**src/rtl/pll_fb_divider_if.sv**
```systemverilog
// Control/status bundle between a PLL controller and the feedback divider.
// The controller drives enable and the ratio-load strobe; the divider returns the handshake and feedback edge.
interface pll_fb_divider_if #(
  parameter int WIDTH = 8
);
  logic             Enable;
  logic [WIDTH-1:0] Ndiv;
  logic             Load;
  logic             Ack;
  logic             TC;
  logic             FBout;

  modport master (
    output Enable,
    output Ndiv,
    output Load,
    input  Ack,
    input  TC,
    input  FBout
  );

  modport slave (
    input  Enable,
    input  Ndiv,
    input  Load,
    output Ack,
    output TC,
    output FBout
  );
endinterface

```
**src/rtl/pll_fb_divider.sv**
```systemverilog
// Integer-N feedback divider for the PLL loop: divides CLK by N and emits FBout for the PFD.
// A new N loaded through the Load/Ack handshake takes effect only at a period boundary.
module pll_fb_divider #(
  parameter int WIDTH     = 8,
  parameter int DEFAULT_N = 16
) (
  input  logic                  CLK,
  input  logic                  Reset,
  pll_fb_divider_if.slave       bus
);

  localparam logic [WIDTH-1:0] N_RST = DEFAULT_N[WIDTH-1:0];
  localparam logic [WIDTH-1:0] N_MIN = WIDTH'(2);
  localparam logic [WIDTH-1:0] ONE   = WIDTH'(1);

  logic [WIDTH-1:0] cnt;
  logic [WIDTH-1:0] ncur;
  logic [WIDTH-1:0] nshd;
  logic             pend;
  logic             fb_r;
  logic             tc_r;
  logic             ack_r;

  logic [WIDTH-1:0] cnt_dec;
  logic [WIDTH-1:0] nnext;
  logic             reload;

  // Ratios below 2 cannot form a two-phase period, so they are raised to 2.
  function automatic logic [WIDTH-1:0] clamp_n(input logic [WIDTH-1:0] n);
    return (n < N_MIN) ? N_MIN : n;
  endfunction

  always_comb begin
    cnt_dec = cnt - ONE;
    nnext   = pend ? nshd : ncur;
    reload  = bus.Enable && (cnt == '0);
  end

  always_ff @(posedge CLK) begin
    if (Reset) begin
      cnt   <= '0;
      ncur  <= N_RST;
      nshd  <= N_RST;
      pend  <= 1'b0;
      fb_r  <= 1'b0;
      tc_r  <= 1'b0;
      ack_r <= 1'b0;
    end else begin
      if (!bus.Enable) begin
        cnt   <= '0;
        fb_r  <= 1'b0;
        tc_r  <= 1'b0;
        ack_r <= 1'b0;
      end else if (reload) begin
        ncur  <= nnext;
        cnt   <= nnext - ONE;
        fb_r  <= 1'b1;
        tc_r  <= 1'b1;
        ack_r <= pend;
      end else begin
        cnt   <= cnt_dec;
        fb_r  <= (cnt_dec >= (ncur >> 1));
        tc_r  <= 1'b0;
        ack_r <= 1'b0;
      end

      // A load on a reload edge wins over the clear: the reload consumed the old shadow,
      // the fresh value waits for the next boundary.
      if (bus.Load) begin
        nshd <= clamp_n(bus.Ndiv);
        pend <= 1'b1;
      end else if (reload) begin
        pend <= 1'b0;
      end
    end
  end

  assign bus.FBout = fb_r;
  assign bus.TC    = tc_r;
  assign bus.Ack   = ack_r;

endmodule

```
**src/flat_wrapper.sv**
```systemverilog
// flat-port wrapper written by rule: the top's interface ports become plain ports
module pll_fb_divider_flat 
#(
  parameter int WIDTH     = 8,
  parameter int DEFAULT_N = 16
)
  (CLK, Reset, bus_Enable, bus_Ndiv, bus_Load, bus_Ack, bus_TC, bus_FBout);
  pll_fb_divider_if #(.WIDTH(WIDTH)) bus_i ();
  input  logic CLK;
  input  logic Reset;
  input wire logic [$bits(bus_i.Enable)-1:0] bus_Enable;
  input wire logic [$bits(bus_i.Ndiv)-1:0] bus_Ndiv;
  input wire logic [$bits(bus_i.Load)-1:0] bus_Load;
  output wire logic [$bits(bus_i.Ack)-1:0] bus_Ack;
  output wire logic [$bits(bus_i.TC)-1:0] bus_TC;
  output wire logic [$bits(bus_i.FBout)-1:0] bus_FBout;
  assign bus_i.Enable = bus_Enable;
  assign bus_i.Ndiv = bus_Ndiv;
  assign bus_i.Load = bus_Load;
  assign bus_Ack = bus_i.Ack;
  assign bus_TC = bus_i.TC;
  assign bus_FBout = bus_i.FBout;
  pll_fb_divider #(.WIDTH(WIDTH), .DEFAULT_N(DEFAULT_N)) u_core (.CLK(CLK), .Reset(Reset), .bus(bus_i));
endmodule
```
**config.mk**
```make
export PLATFORM = sky130hd
export DESIGN_NAME = pll_fb_divider_flat
export DESIGN_NICKNAME = d
export VERILOG_FILES = /design/src/rtl/pll_fb_divider_if.sv /design/src/rtl/pll_fb_divider.sv /design/src/flat_wrapper.sv
export SDC_FILE = /design/constraint.sdc
export NUM_CORES = 1
export LEC_CHECK = 0
export ABC_AREA = 1
export CORE_AREA = 2 2 65 67
export CTS_CLUSTER_SIZE = 20
export DETAILED_ROUTE_END_ITERATION = 8
export DIE_AREA = 0 0 67 69
export HOLD_SLACK_MARGIN = 0.05
export PLACE_DENSITY = 0.59
export SETUP_SLACK_MARGIN = 0.15
export SYNTH_ARGS = -nofsm -noshare
export SYNTH_HDL_FRONTEND = slang
export SYNTH_SLANG_ARGS = --single-unit
```
**constraint.sdc**
```tcl
create_clock -name CLK -period 1.8 [get_ports CLK]
set_clock_uncertainty 0.05 [all_clocks]
set_input_delay 0.18 -clock CLK [delete_from_list [all_inputs] [get_ports CLK]]
set_output_delay 0.18 -clock CLK [all_outputs]
set_load 0.005 [all_outputs]
```
==> metrics.txt, run 1 <==
# TYPE chip_impl_metric gauge
chip_impl_metric{name="post_drt_via_cell_ratio",unit=""} 4.70
chip_impl_metric{name="synth_cells",unit=""} 234
chip_impl_info{name="rr_endpoint",value="u_core.bus.FBout"} 1
chip_impl_metric{name="synth.distinct_cells",unit=""} 31
chip_impl_metric{name="max_cap_viol_count",unit=""} 0
chip_impl_metric{name="power.density_cell_area",unit="nW/um2"} 1110
chip_impl_metric{name="grt_overflow",unit=""} 0
chip_impl_metric{name="area.growth.synth_to_final",unit="%"} 26.5
chip_impl_info{name="regToRegStartpoint",value="u_core.cnt[4]"} 1
chip_impl_metric{name="worstHoldPathCells",unit=""} 3
chip_impl_info{name="tritoncts",value="yes"} 1
chip_impl_info{name="ctsRootBufferMaster",value="sky130_fd_sc_hd__clkbuf_8"} 1
chip_impl_metric{name="multiInputGateArea",unit="um2"} 918
chip_impl_metric{name="core-area",unit="um2"} 3910
chip_impl_metric{name="critPathRequiredTime",unit="ns"} 1.96
chip_impl_metric{name="remaining_drc_errors",unit=""} 0
chip_impl_metric{name="post_drt_wl_per_cell",unit="um"} 10.9
chip_impl_metric{name="grt_start_max_net_pins",unit=""} 18
chip_impl_metric{name="route.antenna.remaining_nets",unit=""} 0
chip_impl_metric{name="post-place-ws",unit="ns"} -0.0247
chip_impl_metric{name="layout.area.seq",unit="um2"} 569
chip_impl_metric{name="max-clock-path-buffers",unit=""} 2
chip_impl_metric{name="final.min_clock_period",unit="ns"} 1.74
chip_impl_metric{name="finalWorstSetupSlack",unit="ns"} 0.0585
chip_impl_info{name="min_delay_worst_endpoint",value="u_core.nshd[3]"} 1
chip_impl_info{name="layout_commonest_cell",value="sky130_fd_sc_hd__inv_1"} 1
chip_impl_metric{name="antennaDiodeCount",unit=""} 0
chip_impl_metric{name="first_global_vias",unit=""} 1384
chip_impl_metric{name="synth.net_count",unit=""} 255
chip_impl_metric{name="maxClockFrequency",unit="MHz"} 574
chip_impl_metric{name="fin_crit_sh",unit="%"} 96.7
chip_impl_metric{name="antenna_violations_before_repair",unit=""} 0
chip_impl_metric{name="finalHoldViolations",unit=""} 0
chip_impl_metric{name="totalNegativeSetupSlack",unit="ns"} 0
chip_impl_metric{name="r2r.worst_path.cells",unit=""} 9
chip_impl_info{name="status",value="finished, final reports clean"} 1
chip_impl_metric{name="grt_first_pass_wirelength",unit="mm"} 6.07
chip_impl_metric{name="cts_buffers",unit=""} 3
chip_impl_metric{name="cts-htree-levels",unit=""} 1
chip_impl_metric{name="slew-limit-headroom",unit="%"} 68.7
chip_impl_info{name="cpMaxStageDelayCell",value="sky130_fd_sc_hd__dfxtp_2"} 1
chip_impl_metric{name="synth.ff_latch_count",unit=""} 28
chip_impl_metric{name="drtIter0Drc",unit=""} 35
chip_impl_metric{name="routabilityCongestion",unit=""} 0.821
chip_impl_info{name="hold_path_class",value="primary input to flip-flop"} 1
chip_impl_metric{name="worst-slew-pin-transition",unit="ns"} 0.468
chip_impl_metric{name="placement.io_buffers",unit=""} 14
chip_impl_metric{name="ioPinCount",unit=""} 15
chip_impl_metric{name="cts_sinks",unit=""} 28
chip_impl_metric{name="cts_hold_repair.buffers",unit=""} 0
chip_impl_metric{name="detailroute.via_count",unit=""} 1466
chip_impl_metric{name="slew_violations",unit=""} 0
chip_impl_metric{name="clkTransAtPathRegs",unit="ns"} 0.10
chip_impl_info{name="rsz_0062_raised_after_global_routing",value="yes"} 1
chip_impl_metric{name="synth_area_per_cell",unit="um2"} 6.97
chip_impl_metric{name="drt_first_pass_iters",unit=""} 5
chip_impl_info{name="end_kind",value="flip-flop"} 1
chip_impl_info{name="timing.hold.worst.start",value="bus_Ndiv[3]"} 1
chip_impl_metric{name="critical_path.max_stage_delay",unit="ns"} 0.34
chip_impl_metric{name="worst-endpoint-arrival",unit="ns"} 1.90
chip_impl_metric{name="rrSetupSlack",unit="ns"} 0.06
chip_impl_metric{name="die_w",unit="um"} 67
chip_impl_metric{name="die_h",unit="um"} 69
chip_impl_info{name="worst_path_most_repeated_cell",value="sky130_fd_sc_hd__nor2_2"} 1
chip_impl_metric{name="synth.yosys.warnings",unit=""} 0
chip_impl_metric{name="fp.dieArea",unit="um2"} 4620
chip_impl_metric{name="rows",unit=""} 23
chip_impl_info{name="worst-setup-path-type",value="flip-flop to flip-flop"} 1
chip_impl_metric{name="setup_viol_count_final",unit=""} 0
chip_impl_metric{name="post_route_cells_drive_above_1_share",unit="%"} 23.3
chip_impl_metric{name="initial_utilization",unit="%"} 41.7
chip_impl_metric{name="grtUsageTotal",unit="%"} 16.4
chip_impl_metric{name="crit_path_max_fanout",unit=""} 2
chip_impl_info{name="startpoint_type",value="flip-flop"} 1
chip_impl_info{name="layout_common_cells",value="39 x sky130_fd_sc_hd__inv_1, 35 x sky130_fd_sc_hd__nand2_1, 23 x sky130_fd_sc_hd__dfxtp_1"} 1
chip_impl_metric{name="n_fill_cell",unit=""} 420
chip_impl_metric{name="num-nets-final",unit=""} 284
chip_impl_metric{name="peakVddDrop",unit="V"} 0.000406
chip_impl_metric{name="syn-cell-area",unit="um2"} 1630
chip_impl_metric{name="detailed_place_hpwl",unit="mm"} 2.49
chip_impl_metric{name="later_pin_clock_latency_in_the_skew_report",unit="ns"} 0.28
chip_impl_metric{name="sequential_to_total_area_share_from_yosys_stat",unit="%"} 34.4
chip_impl_info{name="worstPathCellList",value="nor2_2 -> buf_4 -> nand4_1 -> xor2_1 -> ha_1 -> nand3_2 -> nor2_2 -> nand2_1 -> a21oi_1"} 1
chip_impl_metric{name="route.final.wire_length",unit="mm"} 3.42
chip_impl_metric{name="p_leak",unit="uW"} 0.000989
==> synthesized netlist by cell type (all sizes together) <==
cell type  instances  area [um2]
a211oi             2        15.0
a21oi             19        95.1
a31oi              1        6.26
and3               1        6.26
buf                5        38.8
clkbuf             2        7.51
dfxtp             28         561
ha                 9         113
inv               47         176
nand2             41         166
nand3              9        55.1
nand4              3        18.8
nor2              32         150
nor3               3        15.0
nor4               1        6.26
o211ai             2        15.0
o21a               1        7.51
o21ai             23         134
xnor2              1        8.76
xor2               4        35.0
==> power by group <==
group,total (uW),internal (uW),switching [uW]
Clock,395,196,199
Combinational,1120,486,630
Sequential,767,714,53.5
Total,2280,1400,883
==> routing by layer <==
layer	track usage [%]	wire, um
met1	22.4	1640
met2	26.1	1620
met3	2.77	92
met4	4.76	65
met5	0	0
==> registers in the layout (all words and copies together) (netlist names) <==
signal	flops
u_core.bus.TC	1
u_core.pend	1
u_core.nshd	8
u_core.bus.FBout	1
u_core.cnt	8
u_core.bus.Ack	1
u_core.ncur	8
==> critical path, delay by kind of cell (launching register included) <==
kind	cells	cell delay, ns
AND/OR/NAND/NOR	5	0.53
XOR/XNOR	1	0.19
flip-flops	1	0.34
AO/OA/AOI/OAI	1	0.13
adder cells (fa/ha/maj)	1	0.32
buffers and inverters	1	0.13
==> final cells by class <==
type | count | share of cell area (%)
timing repair buffer | 31 | 13.3
sequential | 28 | 27.6
tap | 50 | 3.03
inverter | 47 | 8.80
clock buffer | 4 | 2.67
multi-input combinational | 152 | 44.5
==> how the worst max path moves through the flow <==
stage	startpoint	cells after the start	slack [ns]	endpoint
detailed placement	u_core.cnt[0]	9	-0.02	u_core.bus.FBout
global route	u_core.cnt[4]	9	0.004	u_core.bus.FBout
CTS	u_core.cnt[4]	9	0.11	u_core.bus.FBout
global placement	u_core.cnt[0]	9	-0.008	u_core.bus.FBout
finish	u_core.cnt[4]	9	0.06	u_core.bus.FBout
floorplan	u_core.cnt[0]	9	0.21	u_core.bus.FBout
==> kinds of logic after synthesis <==
kind of cell	Yosys count	share of synthesized area (%)
simple gates	90	25.6
compound gates	48	16.7
xor+xnor	5	2.69
fa+ha+maj	9	6.91
buf+inv	54	13.7
flops	28	34.4
==> through the flow <==
| step | power [uW] | instances | cell area, um2 | hold slack (ns) | util [%] |
|---|---|---|---|---|---|
| after floorplan | 1470 | 234 | 1630 | 0.256 | - |
| after global placement | 1680 | 299 | 1850 | 0.429 | 47.2 |
| after detailed placement | 1680 | 299 | 1850 | 0.424 | 47.2 |
| after CTS | 2170 | 309 | 1980 | 0.409 | 50.7 |
| after global routing | 2480 | 312 | 2060 | 0.433 | 52.7 |
| final | 2280 | 312 | 2060 | 0.411 | 52.7 |
==> what timing repair did <==
item                                    in CTS  in global routing
cloned                                       0                  0
pin swaps                                    9                  4
buffers inserted                             6                  3
endpoints found under the setup margin      18                 11
resized for setup                           14                 13
No activity file was read; power rests on OpenSTA's default activity.
==> run 2: changes to the inputs <==
--- a/config.mk
+++ b/config.mk
@@ -10,8 +10,9 @@
 export CTS_CLUSTER_SIZE = 20
 export DETAILED_ROUTE_END_ITERATION = 8
 export DIE_AREA = 0 0 67 69
+export DONT_BUFFER_PORTS = 1
 export HOLD_SLACK_MARGIN = 0.05
-export PLACE_DENSITY = 0.59
+export PLACE_DENSITY = 0.54
 export SETUP_SLACK_MARGIN = 0.15
 export SYNTH_ARGS = -nofsm -noshare
 export SYNTH_HDL_FRONTEND = slang
==> metrics.txt, run 2 (synthesis results as in run 1) <==
# TYPE chip_impl_metric gauge
chip_impl_info{name="status",value="finished, final reports clean"} 1
chip_impl_metric{name="post-place-ws",unit="ns"} -0.0356
chip_impl_metric{name="route.final.wire_length",unit="mm"} 3.52
chip_impl_info{name="worst-setup-path-type",value="flip-flop to flip-flop"} 1
chip_impl_metric{name="detailroute.via_count",unit=""} 1405
chip_impl_metric{name="p_leak",unit="uW"} 0.000973
chip_impl_metric{name="cts-htree-levels",unit=""} 1
chip_impl_metric{name="multiInputGateArea",unit="um2"} 945
chip_impl_metric{name="post_drt_wl_per_cell",unit="um"} 11.6
chip_impl_metric{name="layout.area.seq",unit="um2"} 567
chip_impl_metric{name="first_global_vias",unit=""} 1430
chip_impl_metric{name="post-route-cell-area",unit="um2"} 2020
chip_impl_metric{name="worstHoldPathCells",unit=""} 2
chip_impl_metric{name="power.density_cell_area",unit="nW/um2"} 1100
chip_impl_metric{name="finalWorstSetupSlack",unit="ns"} 0.127
chip_impl_metric{name="maxClockFrequency",unit="MHz"} 598
chip_impl_metric{name="slew-limit-headroom",unit="%"} 69.6
chip_impl_metric{name="num-nets-final",unit=""} 277
chip_impl_metric{name="area.growth.synth_to_final",unit="%"} 24.0
chip_impl_metric{name="route.antenna.remaining_nets",unit=""} 0
chip_impl_metric{name="cts_buffers",unit=""} 3
chip_impl_info{name="largest_registers",value="u_core.cnt: 8 flops, u_core.ncur: 8 flops, u_core.nshd: 8 flops"} 1
chip_impl_metric{name="place_area",unit="um2"} 1720
chip_impl_info{name="worstSetupStartpoint",value="u_core.cnt[0]"} 1
chip_impl_metric{name="fin_crit_sh",unit="%"} 92.9
chip_impl_info{name="tritoncts",value="yes"} 1
chip_impl_info{name="startpoint_type",value="flip-flop"} 1
chip_impl_metric{name="initial_utilization",unit="%"} 41.7
chip_impl_metric{name="clkTransAtPathRegs",unit="ns"} 0.10
chip_impl_metric{name="finish.utilization",unit="%"} 51.7
chip_impl_metric{name="max-clock-path-buffers",unit=""} 2
chip_impl_info{name="rsz_0062_raised_after_global_routing",value="yes"} 1
chip_impl_info{name="hold_path_class",value="primary input to flip-flop"} 1
chip_impl_metric{name="antenna_violations_before_repair",unit=""} 0
chip_impl_metric{name="grt_start_max_net_pins",unit=""} 16
chip_impl_metric{name="ioPinCount",unit=""} 15
chip_impl_metric{name="final.min_clock_period",unit="ns"} 1.67
chip_impl_metric{name="placement.io_buffers",unit=""} 0
chip_impl_metric{name="die_h",unit="um"} 69
chip_impl_metric{name="routabilityCongestion",unit=""} 0.769
chip_impl_metric{name="layoutNonFillerInstCount",unit=""} 305
chip_impl_metric{name="post_drt_via_cell_ratio",unit=""} 4.61
chip_impl_info{name="regToRegStartpoint",value="u_core.cnt[0]"} 1
chip_impl_metric{name="slew_violations",unit=""} 0
chip_impl_info{name="timing.hold.worst.start",value="bus_Load"} 1
chip_impl_metric{name="critPathRequiredTime",unit="ns"} 1.96
chip_impl_metric{name="worst-endpoint-arrival",unit="ns"} 1.84
chip_impl_metric{name="setup_viol_count_final",unit=""} 0
chip_impl_metric{name="crit_path_max_fanout",unit=""} 3
chip_impl_info{name="layout_common_cells",value="39 x sky130_fd_sc_hd__inv_1, 35 x sky130_fd_sc_hd__nand2_1, 25 x sky130_fd_sc_hd__dfxtp_1"} 1
chip_impl_metric{name="drtIter0Drc",unit=""} 28
chip_impl_metric{name="antennaDiodeCount",unit=""} 0
chip_impl_metric{name="core-area",unit="um2"} 3910
chip_impl_metric{name="finalHoldViolations",unit=""} 0
chip_impl_metric{name="post_route_cells_drive_above_1_share",unit="%"} 23.9
chip_impl_info{name="end_kind",value="flip-flop"} 1
chip_impl_metric{name="max_cap_viol_count",unit=""} 0
chip_impl_metric{name="fp.dieArea",unit="um2"} 4620
chip_impl_metric{name="drt_first_pass_iters",unit=""} 4
chip_impl_metric{name="grt_first_pass_wirelength",unit="mm"} 6.30
chip_impl_metric{name="cts_sinks",unit=""} 28
chip_impl_metric{name="rows",unit=""} 23
chip_impl_metric{name="n_fill_cell",unit=""} 418
chip_impl_metric{name="worst-slew-pin-transition",unit="ns"} 0.456
chip_impl_metric{name="peakVddDrop",unit="V"} 0.000465
chip_impl_metric{name="power",unit="uW"} 2230
chip_impl_metric{name="grt_overflow",unit=""} 0
chip_impl_info{name="ctsRootBufferMaster",value="sky130_fd_sc_hd__clkbuf_8"} 1
chip_impl_metric{name="detailed_place_hpwl",unit="mm"} 2.54
chip_impl_metric{name="grtUsageTotal",unit="%"} 17.6
chip_impl_metric{name="later_pin_clock_latency_in_the_skew_report",unit="ns"} 0.28
chip_impl_metric{name="remaining_drc_errors",unit=""} 0
chip_impl_metric{name="die_w",unit="um"} 67
chip_impl_info{name="layout_commonest_cell",value="sky130_fd_sc_hd__inv_1"} 1
chip_impl_metric{name="r2r.worst_path.cells",unit=""} 9
chip_impl_metric{name="dpl.cell_count",unit=""} 287
==> run 2: worst max-delay path: stages (launching register included) <==
cell                      delay [ns]
sky130_fd_sc_hd__dfxtp_2        0.35
sky130_fd_sc_hd__inv_2          0.07
sky130_fd_sc_hd__ha_4           0.14
sky130_fd_sc_hd__nand4_1        0.14
sky130_fd_sc_hd__xor2_2         0.19
sky130_fd_sc_hd__ha_1           0.31
sky130_fd_sc_hd__nand3_2        0.09
sky130_fd_sc_hd__nor2_1         0.10
sky130_fd_sc_hd__nor2_1         0.04
sky130_fd_sc_hd__a21oi_1        0.13
==> run 2: worst paths after layout <==
check,endpoint,slack (ns)
setup / recovery,u_core.bus.FBout,0.13
hold / removal,u_core.nshd[2],0.06
setup reg to reg,u_core.bus.FBout,0.13
hold reg to reg,u_core.nshd[4],0.44
==> run 2: cell type report <==
class | count | share of cell area (%)
clock buffer | 4 | 2.72
sequential | 28 | 28.0
multi-input combinational | 152 | 46.7
tap | 50 | 3.09
timing repair buffer | 24 | 10.5
inverter | 47 | 8.97
==> run 2: per-stage QoR <==
stage	setup TNS, ns	hold WS [ns]
floorplan	0	0.256
global placement	-0.0513	0.205
detailed placement	-0.0356	0.206
CTS	0	0.0567
global route	0	0.0843
finish	0	0.0558
==> run 2: timing repair <==
action | 4_1_cts | 5_1_grt
hold buffers | 10 | 0
cloned | 0 | 0
pin swaps | 8 | 6
endpoints found under the hold margin | 14 | 0
setup endpoints to repair | 7 | 16
setup buffers | 3 | 1
gates resized for setup | 11 | 19
==> run 2: where the power goes <==
part           internal [uW]  leakage (uW)  switching (uW)
Combinational            445      0.000713             613
Clock                    196     0.0000288             205
Sequential               712      0.000232            58.6
==> run 2: per-layer routing <==
layer  global-route usage (%)  vias to the layer above  part of all wire [%]
met2                     29.4                       19                    46
li1                         -                      778                     -
met5                        0                        -                     0
met4                     4.08                        0                   1.1
met1                     23.6                      603                    50
met3                     2.45                        5                   2.7
==> run 3: changes to the inputs <==
--- a/config.mk
+++ b/config.mk
@@ -12,7 +12,7 @@
 export DIE_AREA = 0 0 67 69
 export DONT_BUFFER_PORTS = 1
 export HOLD_SLACK_MARGIN = 0.05
-export PLACE_DENSITY = 0.54
+export PLACE_DENSITY = 0.56
 export SETUP_SLACK_MARGIN = 0.15
 export SYNTH_ARGS = -nofsm -noshare
 export SYNTH_HDL_FRONTEND = slang
==> constraint.sdc (replaced) <==
create_clock -name CLK -period 1.46 [get_ports CLK]
set_clock_uncertainty 0.05 [all_clocks]
set_input_delay 0.146 -clock CLK [delete_from_list [all_inputs] [get_ports CLK]]
set_output_delay 0.146 -clock CLK [all_outputs]
set_load 0.005 [all_outputs]
==> metrics.txt, run 3 (synthesis results as in run 1) <==
# TYPE chip_impl_metric gauge
chip_impl_metric{name="multiInputGateArea",unit="um2"} 971
chip_impl_info{name="status",value="complete, but fails checks"} 1
chip_impl_metric{name="die_h",unit="um"} 69
chip_impl_info{name="timing.critical_path.max_delay_family",value="adder cells"} 1
chip_impl_metric{name="core-area",unit="um2"} 3910
chip_impl_metric{name="post_drt_via_cell_ratio",unit=""} 4.67
chip_impl_metric{name="slew-limit-headroom",unit="%"} 66.5
chip_impl_metric{name="detailed_place_hpwl",unit="mm"} 2.69
chip_impl_metric{name="routabilityCongestion",unit=""} 0.819
chip_impl_metric{name="cts_sinks",unit=""} 28
chip_impl_metric{name="clkTransAtPathRegs",unit="ns"} 0.10
chip_impl_metric{name="grt_overflow",unit=""} 0
chip_impl_metric{name="finalWorstSetupSlack",unit="ns"} -0.226
chip_impl_metric{name="slew_violations",unit=""} 0
chip_impl_metric{name="remaining_drc_errors",unit=""} 0
chip_impl_metric{name="critical_path.max_stage_delay",unit="ns"} 0.34
chip_impl_metric{name="antenna_violations_before_repair",unit=""} 0
chip_impl_info{name="worstPathCellList",value="inv_2 -> ha_4 -> nand4_1 -> xor2_1 -> ha_1 -> nand3_2 -> nor2_1 -> nand2_1 -> a21oi_1"} 1
chip_impl_metric{name="crit_path_max_fanout",unit=""} 3
chip_impl_metric{name="cts-htree-levels",unit=""} 1
chip_impl_metric{name="path_buf_inv",unit=""} 1
chip_impl_metric{name="detailroute.via_count",unit=""} 1491
chip_impl_metric{name="finalHoldViolations",unit=""} 0
chip_impl_metric{name="rows",unit=""} 23
chip_impl_metric{name="p_int",unit="uW"} 1790
chip_impl_info{name="layout_common_cells",value="37 x sky130_fd_sc_hd__inv_1, 33 x sky130_fd_sc_hd__nand2_1, 25 x sky130_fd_sc_hd__buf_4, 25 x sky130_fd_sc_hd__dfxtp_1, 20 x sky130_fd_sc_hd__nor2_1"} 1
chip_impl_info{name="startpoint_type",value="flip-flop"} 1
chip_impl_metric{name="p_leak",unit="uW"} 0.00105
chip_impl_info{name="largest_registers",value="u_core.cnt: 8 flops, u_core.ncur: 8 flops, u_core.nshd: 8 flops"} 1
chip_impl_metric{name="placement.io_buffers",unit=""} 0
chip_impl_metric{name="die_w",unit="um"} 67
chip_impl_metric{name="grtUsageTotal",unit="%"} 17.4
chip_impl_metric{name="fp.dieArea",unit="um2"} 4620
chip_impl_metric{name="final.min_clock_period",unit="ns"} 1.69
chip_impl_metric{name="critPathRequiredTime",unit="ns"} 1.62
chip_impl_metric{name="n_fill_cell",unit=""} 388
chip_impl_metric{name="initial_utilization",unit="%"} 41.7
chip_impl_metric{name="drtIter0Drc",unit=""} 93
chip_impl_info{name="worst-setup-path-type",value="flip-flop to flip-flop"} 1
chip_impl_info{name="hold_path_class",value="primary input to flip-flop"} 1
chip_impl_info{name="layout_commonest_cell",value="sky130_fd_sc_hd__inv_1"} 1
chip_impl_info{name="failed_checks",value="setup timing"} 1
chip_impl_metric{name="num-nets-final",unit=""} 291
chip_impl_metric{name="ioPinCount",unit=""} 15
chip_impl_metric{name="max_cap_viol_count",unit=""} 0
chip_impl_metric{name="layout.area.seq",unit="um2"} 567
chip_impl_metric{name="worst-endpoint-arrival",unit="ns"} 1.85
chip_impl_metric{name="share_of_power_burned_in_combinational_logic",unit="%"} 52.5
chip_impl_metric{name="p_sw",unit="uW"} 1140
chip_impl_metric{name="route.antenna.remaining_nets",unit=""} 0
chip_impl_info{name="cpMaxStageDelayCell",value="sky130_fd_sc_hd__dfxtp_2"} 1
chip_impl_metric{name="place_area",unit="um2"} 1900
chip_impl_metric{name="fin_crit_sh",unit="%"} 115
chip_impl_info{name="end_kind",value="flip-flop"} 1
chip_impl_metric{name="power.density_cell_area",unit="nW/um2"} 1350
chip_impl_info{name="rsz_0062_raised_after_global_routing",value="yes"} 1
chip_impl_metric{name="drt_first_pass_iters",unit=""} 4
chip_impl_info{name="ctsRootBufferMaster",value="sky130_fd_sc_hd__clkbuf_8"} 1
chip_impl_metric{name="post_route_cells_drive_above_1_share",unit="%"} 29.0
chip_impl_metric{name="route.final.wire_length",unit="mm"} 3.69
chip_impl_metric{name="grt_first_pass_wirelength",unit="mm"} 6.29
chip_impl_metric{name="first_global_vias",unit=""} 1416
chip_impl_info{name="tritoncts",value="yes"} 1
chip_impl_metric{name="grt_start_max_net_pins",unit=""} 18
chip_impl_metric{name="later_pin_clock_latency_in_the_skew_report",unit="ns"} 0.28
chip_impl_metric{name="post-route-cell-area",unit="um2"} 2170
chip_impl_metric{name="setup_viol_count_final",unit=""} 5
chip_impl_metric{name="worst_hold_slack",unit="ns"} 0.0358
chip_impl_metric{name="max-clock-path-buffers",unit=""} 2
chip_impl_metric{name="area.growth.synth_to_final",unit="%"} 33.4
chip_impl_metric{name="post_drt_wl_per_cell",unit="um"} 11.6
chip_impl_metric{name="swShare",unit="%"} 38.8
chip_impl_metric{name="clock_power_share",unit="%"} 15.2
chip_impl_metric{name="worst-slew-pin-transition",unit="ns"} 0.500
chip_impl_metric{name="sequential_fraction_of_design_power",unit="%"} 32.3
chip_impl_metric{name="cts_buffers",unit=""} 3
chip_impl_metric{name="peakVddDrop",unit="V"} 0.000569
chip_impl_metric{name="maxClockFrequency",unit="MHz"} 593
chip_impl_metric{name="antennaDiodeCount",unit=""} 0
==> run 3: worst reg2reg max path, delay by kind of cell (launching register included) <==
| family | cells | cell delay (ns) |
|---|---|---|
| simple gates | 4 | 0.38 |
| fa+ha+maj | 2 | 0.46 |
| buf+inv | 1 | 0.08 |
| xor+xnor | 1 | 0.18 |
| flops | 1 | 0.34 |
| compound gates | 1 | 0.13 |
==> run 3: worst paths after layout <==
check	start	to	slack, ns	cells after the start
worst min-delay path	bus_Ndiv[4]	u_core.nshd[1]	0.04	3
worst max register to register	u_core.cnt[0]	u_core.bus.FBout	-0.23	9
worst min register to register	u_core.nshd[4]	u_core.nshd[4]	0.45	2
worst max-delay path	u_core.cnt[0]	u_core.bus.FBout	-0.23	9
==> run 3: power by group through the flow <==
stage                     sequential (uW)  combinational (uW)  clock, uW
final                                 946                1540        444
after global routing                  961                1750        478
after CTS                             944                1470        454
after detailed placement              961                1280          0
after global placement                962                1270          0
after floorplan                       950                 922          0
==> run 3: timing repair <==
action	in CTS	in global routing
resized for setup	14	10
hold buffers	10	0
hold endpoints to repair	14	0
setup endpoints to repair	20	22
setup buffers	4	1
pin swaps	9	4
==> run 3: layout make-up <==
class	instances	area share [%]
Multi-Input combinational cell	152	44.6
Sequential cell	28	26.1
Inverter	47	8.57
Timing Repair Buffer	38	15.8
Tap cell	50	2.88
Clock buffer	4	2.07
==> run 3: through the flow <==
| stage | setup WS (ns) | util [%] | cells | TNS [ns] | power (uW) |
|---|---|---|---|---|---|
| 3_5_place_dp | -0.227 | 48.6 | 300 | -0.502 | 2240 |
| 2_1_floorplan | -0.104 | - | 234 | -0.104 | 1870 |
| 6_report | -0.226 | 55.6 | 319 | -0.316 | 2930 |
| 4_1_cts | -0.201 | 54.6 | 318 | -0.365 | 2870 |
| 3_3_place_gp | -0.187 | 48.6 | 300 | -0.321 | 2230 |
| 5_1_grt | -0.363 | 55.6 | 319 | -1.63 | 3190 |
==> run 3: layer usage <==
layer	part of all wire [%]	vias up	global-route usage, %
met5	0	-	0
met4	1.1	0	4.08
met3	1.9	4	2.94
li1	-	812	-
met1	49	665	22.9
met2	48	10	29.3
